### src/rtl/veh_sensor_cond_if.sv
// Signal bundle between the farm-road loop conditioner and its environment.
// The slave side is the conditioner itself. The master side is whatever
// drives the loop, the green acknowledge and the count clear.
interface veh_sensor_cond_if #(
  parameter int CNT_W = 8
);
  logic             ena;
  logic             sensor_raw;
  logic             farm_green;
  logic             cnt_clr;
  logic             veh_req;
  logic             veh_present;
  logic             veh_arrive;
  logic [CNT_W-1:0] veh_count;

  // Environment side: drives the loop, the acknowledge and the control inputs.
  modport master (
    output ena,
    output sensor_raw,
    output farm_green,
    output cnt_clr,
    input  veh_req,
    input  veh_present,
    input  veh_arrive,
    input  veh_count
  );

  // Conditioner side.
  modport slave (
    input  ena,
    input  sensor_raw,
    input  farm_green,
    input  cnt_clr,
    output veh_req,
    output veh_present,
    output veh_arrive,
    output veh_count
  );
endinterface

### src/rtl/veh_sensor_cond.sv
// Farm-road vehicle-loop conditioner. It synchronises and debounces the raw
// loop signal. Each debounced arrival is held as a request until the
// controller grants farm green. The request is raised again if a vehicle is
// still waiting when green ends. A saturating arrival counter is kept for
// telemetry.
module veh_sensor_cond #(
  parameter int SYNC_STAGES     = 2,   // 2..4
  parameter int DEBOUNCE_CYCLES = 8,   // 2..255
  parameter int CNT_W           = 8
) (
  input  logic               clk,
  input  logic               rst_n,
  veh_sensor_cond_if.slave   bus
);

  localparam logic [7:0]       DEB_MAX = 8'(DEBOUNCE_CYCLES - 1);
  localparam logic [CNT_W-1:0] CNT_MAX = {CNT_W{1'b1}};

  // State registers
  logic [SYNC_STAGES-1:0] sync_q;
  logic [SYNC_STAGES-1:0] sync_d;
  logic [7:0]             dcnt_q, dcnt_d;
  logic                   present_q, present_d;
  logic                   arrive_q, arrive_d;
  logic                   req_q, req_d;
  logic                   fg_dly_q, fg_dly_d;
  logic [CNT_W-1:0]       cnt_q, cnt_d;

  // Combinational helpers
  logic sync_s;
  logic rise;     // veh_present goes 0->1 at this edge

  assign sync_s = sync_q[SYNC_STAGES-1];

  // Shift the raw loop into the synchroniser. This runs even when the block is disabled.
  always_comb begin
    sync_d = {sync_q[SYNC_STAGES-2:0], bus.sensor_raw};
  end

  // Debounce, arrival detection, request latch and counter next-state logic.
  always_comb begin
    // NOTE: every output of this block gets a default first, so no path can infer a latch.
    dcnt_d    = dcnt_q;
    present_d = present_q;
    rise      = 1'b0;
    req_d     = req_q;
    fg_dly_d  = fg_dly_q;
    cnt_d     = cnt_q;

    if (bus.ena) begin
      // Debounce: any agreeing sample restarts the run.
      if (sync_s == present_q) begin
        dcnt_d = 8'd0;
      end else if (dcnt_q == DEB_MAX) begin
        present_d = sync_s;
        dcnt_d    = 8'd0;
        rise      = sync_s;
      end else begin
        dcnt_d = dcnt_q + 8'd1;
      end

      fg_dly_d = bus.farm_green;

      // Request priority: acknowledge, then re-request at the end of green, then a new arrival.
      if (bus.farm_green) begin
        req_d = 1'b0;
      end else if (fg_dly_q && present_q) begin
        req_d = 1'b1;
      end else if (rise) begin
        req_d = 1'b1;
      end

      // Count arrivals. Clear wins over an increment in the same cycle, and the count never wraps.
      if (bus.cnt_clr) begin
        cnt_d = '0;
      end else if (rise && (cnt_q != CNT_MAX)) begin
        cnt_d = cnt_q + 1'b1;
      end
    end

    // The arrival pulse is forced low while the block is disabled, because rise is only set when ena=1.
    arrive_d = rise;
  end

  // Register all state. Reset clears every flop so that no debounce or request survives it.
  always_ff @(posedge clk or negedge rst_n) begin
    if (!rst_n) begin
      sync_q    <= '0;
      dcnt_q    <= 8'd0;
      present_q <= 1'b0;
      arrive_q  <= 1'b0;
      req_q     <= 1'b0;
      fg_dly_q  <= 1'b0;
      cnt_q     <= '0;
    end else begin
      // NOTE: sequential state is written only with non-blocking assignments, so every flop samples pre-edge values.
      sync_q    <= sync_d;
      dcnt_q    <= dcnt_d;
      present_q <= present_d;
      arrive_q  <= arrive_d;
      req_q     <= req_d;
      fg_dly_q  <= fg_dly_d;
      cnt_q     <= cnt_d;
    end
  end

  // Every output comes straight from a flop, so none of them can glitch.
  assign bus.veh_req     = req_q;
  assign bus.veh_present = present_q;
  assign bus.veh_arrive  = arrive_q;
  assign bus.veh_count   = cnt_q;

endmodule

### src/flat_wrapper.sv
// flat-port wrapper written by rule: the top's interface ports become plain ports
module veh_sensor_cond_flat 
#(
  parameter int SYNC_STAGES     = 2,          
  parameter int DEBOUNCE_CYCLES = 8,            
  parameter int CNT_W           = 8
)
  (clk, rst_n, bus_ena, bus_sensor_raw, bus_farm_green, bus_cnt_clr, bus_veh_req, bus_veh_present, bus_veh_arrive, bus_veh_count);
  veh_sensor_cond_if #(.CNT_W(CNT_W)) bus_i ();
  input  logic clk;
  input  logic rst_n;
  input wire logic [$bits(bus_i.ena)-1:0] bus_ena;
  input wire logic [$bits(bus_i.sensor_raw)-1:0] bus_sensor_raw;
  input wire logic [$bits(bus_i.farm_green)-1:0] bus_farm_green;
  input wire logic [$bits(bus_i.cnt_clr)-1:0] bus_cnt_clr;
  output wire logic [$bits(bus_i.veh_req)-1:0] bus_veh_req;
  output wire logic [$bits(bus_i.veh_present)-1:0] bus_veh_present;
  output wire logic [$bits(bus_i.veh_arrive)-1:0] bus_veh_arrive;
  output wire logic [$bits(bus_i.veh_count)-1:0] bus_veh_count;
  assign bus_i.ena = bus_ena;
  assign bus_i.sensor_raw = bus_sensor_raw;
  assign bus_i.farm_green = bus_farm_green;
  assign bus_i.cnt_clr = bus_cnt_clr;
  assign bus_veh_req = bus_i.veh_req;
  assign bus_veh_present = bus_i.veh_present;
  assign bus_veh_arrive = bus_i.veh_arrive;
  assign bus_veh_count = bus_i.veh_count;
  veh_sensor_cond #(.SYNC_STAGES(SYNC_STAGES), .DEBOUNCE_CYCLES(DEBOUNCE_CYCLES), .CNT_W(CNT_W)) u_core (.clk(clk), .rst_n(rst_n), .bus(bus_i));
endmodule
### config.mk
export PLATFORM = sky130hd
export DESIGN_NAME = veh_sensor_cond_flat
export DESIGN_NICKNAME = d
export VERILOG_FILES = /design/src/rtl/veh_sensor_cond_if.sv /design/src/rtl/veh_sensor_cond.sv /design/src/flat_wrapper.sv
export SDC_FILE = /design/constraint.sdc
export NUM_CORES = 1
export LEC_CHECK = 0
export ABC_AREA = 1
export ABC_CLOCK_PERIOD_IN_PS = 1660
export CAP_MARGIN = 10
export CORE_ASPECT_RATIO = 1.4
export CORE_MARGIN = 3
export CORE_UTILIZATION = 53
export CTS_CLUSTER_DIAMETER = 120
export CTS_CLUSTER_SIZE = 8
export DETAILED_ROUTE_END_ITERATION = 10
export PLACE_DENSITY = 0.89
export RECOVER_POWER = 50
export SLEW_MARGIN = 10
export SYNTH_ARGS = -nofsm -noshare
export SYNTH_HDL_FRONTEND = slang
export SYNTH_SLANG_ARGS = --single-unit
### constraint.sdc
create_clock -name clk -period 1.66 [get_ports clk]
set_clock_uncertainty 0.15 [all_clocks]
set_input_delay 0.249 -clock clk [delete_from_list [all_inputs] [get_ports clk]]
set_output_delay 0.249 -clock clk [all_outputs]
set_load 0.005 [all_outputs]
* Word-level counts from Yosys, hierarchy flattened *
Cells that the tools add are included.

word-level totals
  input bits = 6
  word-level logic and storage cells = 31
  bits in registers = 22

cells by class
  reduce and logical (&&, ||, !) cells = 7
  equality and inequality tests = 3
  bitwise logic cells = 1
  $add $sub $neg = 2
  mux-type cells = 11

operator list
  operator                                       count
  2-to-1 mux 8 bit                               4
  adder 8 x 1 -> 8 bit, second input constant    2
  == test 8 x 3 -> 1 bit, second input constant  1
  inequality test 8 bit, second input constant   1
  2-to-1 mux 1 bit                               7
  AND reduction 2 bit                            2
  AND reduction 3 bit                            1
  nonzero test 3 bit                             1
  logical AND 1 bit                              2
  nonzero test 2 bit                             1
  == test 1 bit                                  1
  inverter 1 bit                                 1

* Depth between registers and ports, before layout *
Gate-level depths: netlist (run 1).

  depth in word-level cells = 7
  mapped depth = 8
  gate-level depth less buffers = 8

* Least setup slack after synthesis (run 1) *
OpenSTA, ideal clock, no wires.

  path kind = register to register
  start point = register u_core.cnt_q[0], in the netlist u_core.bus.veh_count[0]
  end point = register u_core.cnt_q[5], in the netlist u_core.bus.veh_count[5]
  period minus slack after synthesis = 1.470 ns
  library setup time = 0.117 ns
  slack = 0.190 ns
  cell stages (with the launch flop) = 8
  data arrival time = 1.203 ns
  path through = dfrtp_1 -> ha_1 -> nand2_1 -> nor2_1 -> nand2_1 -> nand4_4 -> nand3_1 -> nand2_1

on the way
  longest elaborated chain between the ends = 4
  elaborated cells between the ends (all ways) = 7
  classes of those cells = add/sub (1); eq/ne (1); mux (2); reduce/logical (3)

ends and longest elaborated chain
  what                                                                          line                    RTL
  from (decl)                                                                   veh_sensor_cond.sv:27   logic [CNT_W-1:0] cnt_q, cnt_d;
  from (signal assigned)                                                        veh_sensor_cond.sv:103  cnt_q <= cnt_d;
  parallel branches: the longest is 4 deep, another holds adder 8 x 1 -> 8 bit  n/a

Parallel ways; which one is timed is not known. The select of a mux whose other input is x is not followed.
A chain may end at the register's enable or synchronous reset.

* Worst setup path after layout (run 1) *
  start point = register u_core.dcnt_q[0]
  end point = register u_core.cnt_q[1], in the netlist u_core.bus.veh_count[1]

on the way
  longest elaborated chain between the ends = 7

ends and longest elaborated chain
  what                           line                   RTL
  from (decl)                    veh_sensor_cond.sv:22  logic [7:0] dcnt_q, dcnt_d;
  from (signal assigned)         veh_sensor_cond.sv:98  dcnt_q <= dcnt_d;
  == test 8 x 3 -> 1 bit         veh_sensor_cond.sv:54  end else if (dcnt_q == DEB_MAX) begin
  2-to-1 mux 1 bit               veh_sensor_cond.sv:54
  2-to-1 mux 1 bit               veh_sensor_cond.sv:52  if (sync_s == present_q) begin
  2-to-1 mux 1 bit               veh_sensor_cond.sv:50  if (bus.ena) begin
  logical AND 1 bit              veh_sensor_cond.sv:76  end else if (rise && (cnt_q != CNT_MAX)) begin
  nonzero test 2 bit (no line)   n/a
  AND reduction 2 bit (no line)  n/a

Every way passes these cells. The select of a mux whose other input is x is not followed.

==> impl_metrics.json, run 1 <==
{
  "synthDistinctLibCells": 25,
  "portBuffers": 16,
  "clk-insertion-delay-late_ps": 310,
  "antenna_found_initial": 0,
  "final_antenna_net_count": 0,
  "grt.met1_usage_pct": 27.4,
  "p_leak_nw": 0.780,
  "dp_hpwl_um": 2260,
  "io_pins": 17,
  "status": "completed",
  "die_w_um": 46.6,
  "grt_start_max_net_pins": 23,
  "cts_tree": "done",
  "yosysSeqAreaShare_pct": 44.9,
  "ys_warn_count": 0,
  "timing_worst_setup_path_type": "flop to flop",
  "instances_no_fill": 212,
  "drv_cap": 0,
  "placed_cell_area_sq_um": 1430,
  "syn_avg_cell_area_sq_um": 7.80,
  "final_cell_mix": "42 x nand2_1, 21 x nand3_1, 19 x inv_1, 19 x dfrtp_1",
  "first_iter_violations": 55,
  "die_h_um": 62.9,
  "drive_gt1_share_pct": 19.5,
  "gp_congestion": 0.881,
  "finalHoldViolations": 0,
  "met3_usage_pct": 3.75,
  "fmax_ghz": 0.604,
  "crit_required_ps": 1770,
  "period_share_pct": 99.7,
  "cts.path.max_buffers": 2,
  "power_mw": 1.05,
  "synth.net_count": 165,
  "numCtsBuffers": 3,
  "final_common_cell": "nand2_1",
  "crit_fanout": 5,
  "grt_pass1_vias": 1277,
  "cp_data_arrival_time_ps": 1770,
  "drt-total-wl_um": 3300,
  "ys_ff_latch": 22,
  "vdd_ir_drop_max_mv": 0.597,
  "htreeDepth": 1,
  "holdCritPathClass": "flop to flop",
  "use_met2_pct": 39.1,
  "drv_slew": 0,
  "rsz0062_at_grt": "true",
  "start_kind": "flop",
  "dp.cells": 198,
  "worst_pin_slew_ps": 569,
  "cts_hold_buf": 0,
  "setup_viol": 0,
  "drc": 0,
  "final_area_sq_um": 1560,
  "grt.overflow.total": 0,
  "firstDrtPassIters": 4,
  "slew_headroom_pct": 62.1,
  "final_core_util_pct": 71.6,
  "fin_nets": 199,
  "initial_core_util_pct": 56.3,
  "whs_ps": 220,
  "cellPowerDensity_nw_per_um2": 675,
  "area_growth_pct": 27.3,
  "end_kind": "flop",
  "n_antenna_cell": 0,
  "die_area_sq_um": 2930,
  "vias_per_cell": 5.83,
  "netlist_area_sq_um": 1220,
  "grt_pass1_wl_um": 5180,
  "finalCriticalPeriod_ps": 1660,
  "top_usage_layer": "met2",
  "synthCells": 157,
  "core_sq_um": 2180,
  "rows": 20,
  "clk_pin_slew_ps": 120,
  "cts-root-buf": "clkbuf_4",
  "clock-sinks": 22,
  "wl_per_cell_um": 15.6,
  "grtUsageTotal_pct": 23.8,
  "vias": 1236
}
[what timing repair did]
item,CTS,global route
endpoints found under the setup margin,9,9
gates cloned,0,1
resized for setup,6,7
pin swaps,2,5
setup buffers,7,2
[worst max-delay path, cell delays in order (launching register included)]
cell	delay [ps]
dfrtp_1	410
ha_2	220
nand3_2	110
nor2_4	210
nand3_2	160
nor2_4	170
nand3_1	90
nand2_1	80
[synth_stat cells]
cell	instances	area, sq um
nand3_2	2	20.0
nand4_4	1	21.3
nand2_2	1	6.26
o21bai_1	1	7.51
inv_2	1	3.75
nor3b_1	1	7.51
xor2_1	2	17.5
o21ai_0	9	45.0
ha_1	2	25.0
nor2_4	2	22.5
clkbuf_8	1	13.8
clkdlybuf4s25_2	1	10.0
nand4_1	2	12.5
inv_1	19	71.3
a31oi_1	1	6.26
o21ai_1	3	15.0
nor3_1	2	10.0
nor2_1	14	52.6
nand2_1	44	165
a21oi_1	1	5.00
nand2_4	1	11.3
o31ai_1	1	7.51
nor2_2	2	12.5
nand3_1	21	105
dfrtp_1	22	551
[worst paths after layout]
check	from	to	slack [ps]	cells after the start
max in group asynchronous	rst_n	u_core.bus.veh_count[2]	670	2
min in group asynchronous	rst_n	u_core.bus.veh_count[1]	280	2
worst max register to register	u_core.dcnt_q[0]	u_core.bus.veh_count[1]	5	7
worst max-delay path	u_core.dcnt_q[0]	u_core.bus.veh_count[1]	5	7
worst min-delay path	u_core.sync_q[0]	u_core.sync_q[1]	220	0
worst min register to register	u_core.sync_q[0]	u_core.sync_q[1]	220	0
[cell families (layout without fill, tap and decap cells)]
| logic type | after synthesis | after routing | share of synthesized area (%) |
|---|---|---|---|
| compound gates | 16 | 16 | 7.05 |
| xor+xnor | 2 | 2 | 1.43 |
| flops | 22 | 22 | 44.9 |
| simple gates | 93 | 94 | 36.5 |
| buf+inv | 22 | 54 | 8.07 |
| fa+ha+maj | 2 | 2 | 2.04 |
[through the flow]
stage,worst slack (ps),TNS [ps]
global placement,82.5,0
floorplan,190,0
CTS,2.36,0
global route,-72.7,-232
detailed placement,41.6,0
finish,4.92,0
[sequential cells by signal, indices dropped and copies added, names as in the netlist]
name,count
u_core.bus.veh_count,8
u_core.bus.veh_arrive,1
u_core.fg_dly_q,1
u_core.bus.veh_present,1
u_core.bus.veh_req,1
u_core.dcnt_q,8
u_core.sync_q,2
[area by class of cell]
type | instances | area [sq um]
Clock buffer | 4 | 36.3
Fill cell | 167 | 618
Inverter | 20 | 75.1
Multi-Input combinational cell | 114 | 606
Sequential cell | 22 | 554
Tap cell | 22 | 27.5
Timing Repair Buffer | 30 | 260
[where the power goes]
part           internal, mW  total (mW)  switching, mW
clock network         0.134       0.304          0.170
logic                0.0792       0.168         0.0892
registers             0.560       0.579         0.0192
[routing by layer]
metal | vias up | part of all wire, %
met1 | 590 | 37
li1 | 577 | -
met3 | 11 | 6.0
met5 | - | 0
met4 | 0 | 3.3
met2 | 58 | 53
No activity file was read; power rests on OpenSTA's default activity.
==> run 2, diff against run 1 <==
GPL_ROUTABILITY_DRIVEN = 0   (was not set)
==> run 2 against run 1 <==
  * Worst hold slack better by 2.3 ps
  * Via count shrank 3.8%
  * Clock-buffer cell count stayed put
  * Highest routed layer unchanged
  * Critical endpoint is now bus_veh_count[5]
==> impl_metrics.json, run 2 (synthesis gave the netlist of run 1 again) <==
{
  "status": "completed",
  "crit_buf_inv": 1,
  "clk-insertion-delay-late_ps": 310,
  "worst_pin_slew_ps": 540,
  "htreeDepth": 1,
  "vias": 1189,
  "cts-root-buf": "clkbuf_4",
  "p_int_mw": 0.768,
  "grt.overflow.total": 0,
  "area_growth_pct": 27.7,
  "power_mw": 1.03,
  "setup_slack_ps": 49.7,
  "multiInputGateArea_sq_um": 598,
  "dp_hpwl_um": 2000,
  "crit_required_ps": 1260,
  "clock-sinks": 22,
  "portBuffers": 16,
  "cp_top_family": "buffers and inverters",
  "combPwrFrac_pct": 15.4,
  "switchingPower_mw": 0.265,
  "antenna_found_initial": 0,
  "cp_data_arrival_time_ps": 1210,
  "setup_viol": 0,
  "dp_slack_ps": 66.3,
  "reg2reg_to": "u_core.bus.veh_count[6]",
  "holdCritPathClass": "flop to flop",
  "start_kind": "flop",
  "drc": 0,
  "hold_end": "u_core.sync_q[1]",
  "finalCriticalPeriod_ps": 1610,
  "cp_slowest_cell": "clkdlybuf4s50_1",
  "reg2reg_slack_ps": 90,
  "grtUsageTotal_pct": 23.0,
  "core_sq_um": 2180,
  "drv_cap": 0,
  "firstDrtPassIters": 4,
  "timing_worst_setup_path_type": "flop to output port",
  "drt-total-wl_um": 3000,
  "rsz0062_at_grt": "false",
  "sequentialPowerShare_pct": 56.3,
  "hp-start": "u_core.sync_q[0]",
  "period_share_pct": 97.0,
  "numCtsBuffers": 3,
  "final_common_cell": "nand2_1",
  "rows": 20,
  "final_antenna_net_count": 0,
  "hold_depth": 0,
  "io_pins": 17,
  "die_h_um": 62.9,
  "cellPowerDensity_nw_per_um2": 660,
  "cts_tree": "done",
  "fin_nets": 199,
  "swShare_pct": 25.6,
  "rr_worst_depth": 7,
  "wl_per_cell_um": 14.2,
  "cp-startpoint": "u_core.bus.veh_count[5]",
  "die_w_um": 46.6,
  "clk_pin_slew_ps": 130,
  "p_leak_nw": 0.780,
  "vias_per_cell": 5.61,
  "finalHoldViolations": 0,
  "seq_area_sq_um": 557,
  "cts.path.max_buffers": 2,
  "final_area_sq_um": 1560,
  "cts_hold_buf": 0,
  "grt_pass1_wl_um": 5100,
  "n_antenna_cell": 0,
  "end_kind": "output port",
  "setup_tns_ps": 0,
  "first_iter_violations": 50,
  "crit_fanout": 2,
  "grt_start_max_net_pins": 23,
  "placed_cell_area_sq_um": 1430,
  "slew_headroom_pct": 64.0,
  "n_fill_cell": 161,
  "grt_pass1_vias": 1169,
  "fmax_ghz": 0.621,
  "drive_gt1_share_pct": 19.5,
  "drv_slew": 0,
  "crit_chain": "clkdlybuf4s50_1",
  "p_clk_share_pct": 28.3,
  "final_cell_mix": "44 x nand2_1, 21 x nand3_1, 19 x inv_1, 17 x dfrtp_1",
  "reg2reg_from": "u_core.dcnt_q[1]",
  "critical-path-max-stage-delay_ps": 500,
  "vdd_ir_drop_max_mv": 0.469,
  "initial_core_util_pct": 56.3,
  "die_area_sq_um": 2930
}
## run 2: per-layer routing
metal	vias to the layer above	part of all wire [%]	GRT usage (%)
met3	8	4.8	3.46
met2	45	54	39.0
met4	0	2.0	7.96
met5	-	0	0
li1	575	-	-
met1	561	39	28.4
## run 2: what timing repair did
| action | CTS | global route |
|---|---|---|
| setup buffers | 7 | 3 |
| pin swaps | 0 | 2 |
| resized for setup | 8 | 6 |
| endpoints found under the setup margin | 9 | 12 |
## run 2: stage by stage
stage | std cells | util [%] | hold slack [ps]
floorplan | 157 | - | -197
global placement | 198 | 65.5 | 184
detailed placement | 198 | 65.5 | 200
CTS | 209 | 69.8 | 131
global route | 212 | 71.8 | 232
finish | 212 | 71.8 | 223
## run 2: how the worst max path moves through the flow
stage	end	cells past startpoint	slack, ps
2_1_floorplan	u_core.bus.veh_count[5]	7	190
3_3_place_gp	u_core.bus.veh_count[1]	5	80
3_5_place_dp	u_core.bus.veh_count[1]	5	70
4_1_cts	bus_veh_count[6]	1	7
5_1_grt	u_core.bus.veh_count[3]	7	3
6_report	bus_veh_count[5]	1	50
## run 2: cell type report
type | count | area share [%]
timing repair buffer | 31 | 17.3
sequential | 22 | 35.6
multi-input combinational | 113 | 38.2
clock buffer | 4 | 2.32
inverter | 20 | 4.80
tap | 22 | 1.76
## run 2: worst reg2reg max path, stage by stage, from the launching register on
cell	delay [ps]
dfrtp_1	390
ha_2	220
nand3_2	100
nor2_4	190
nand3_2	130
nor2_2	140
nand3_1	110
nand2_1	80
## run 2: power groups by stage
| stage | registers (mW) | clock network, mW | logic [mW] |
|---|---|---|---|
| after floorplan | 0.592 | 0 | 0.0661 |
| after global placement | 0.592 | 0 | 0.131 |
| after detailed placement | 0.593 | 0 | 0.134 |
| after CTS | 0.579 | 0.297 | 0.154 |
| after global routing | 0.585 | 0.316 | 0.180 |
| final | 0.582 | 0.292 | 0.159 |
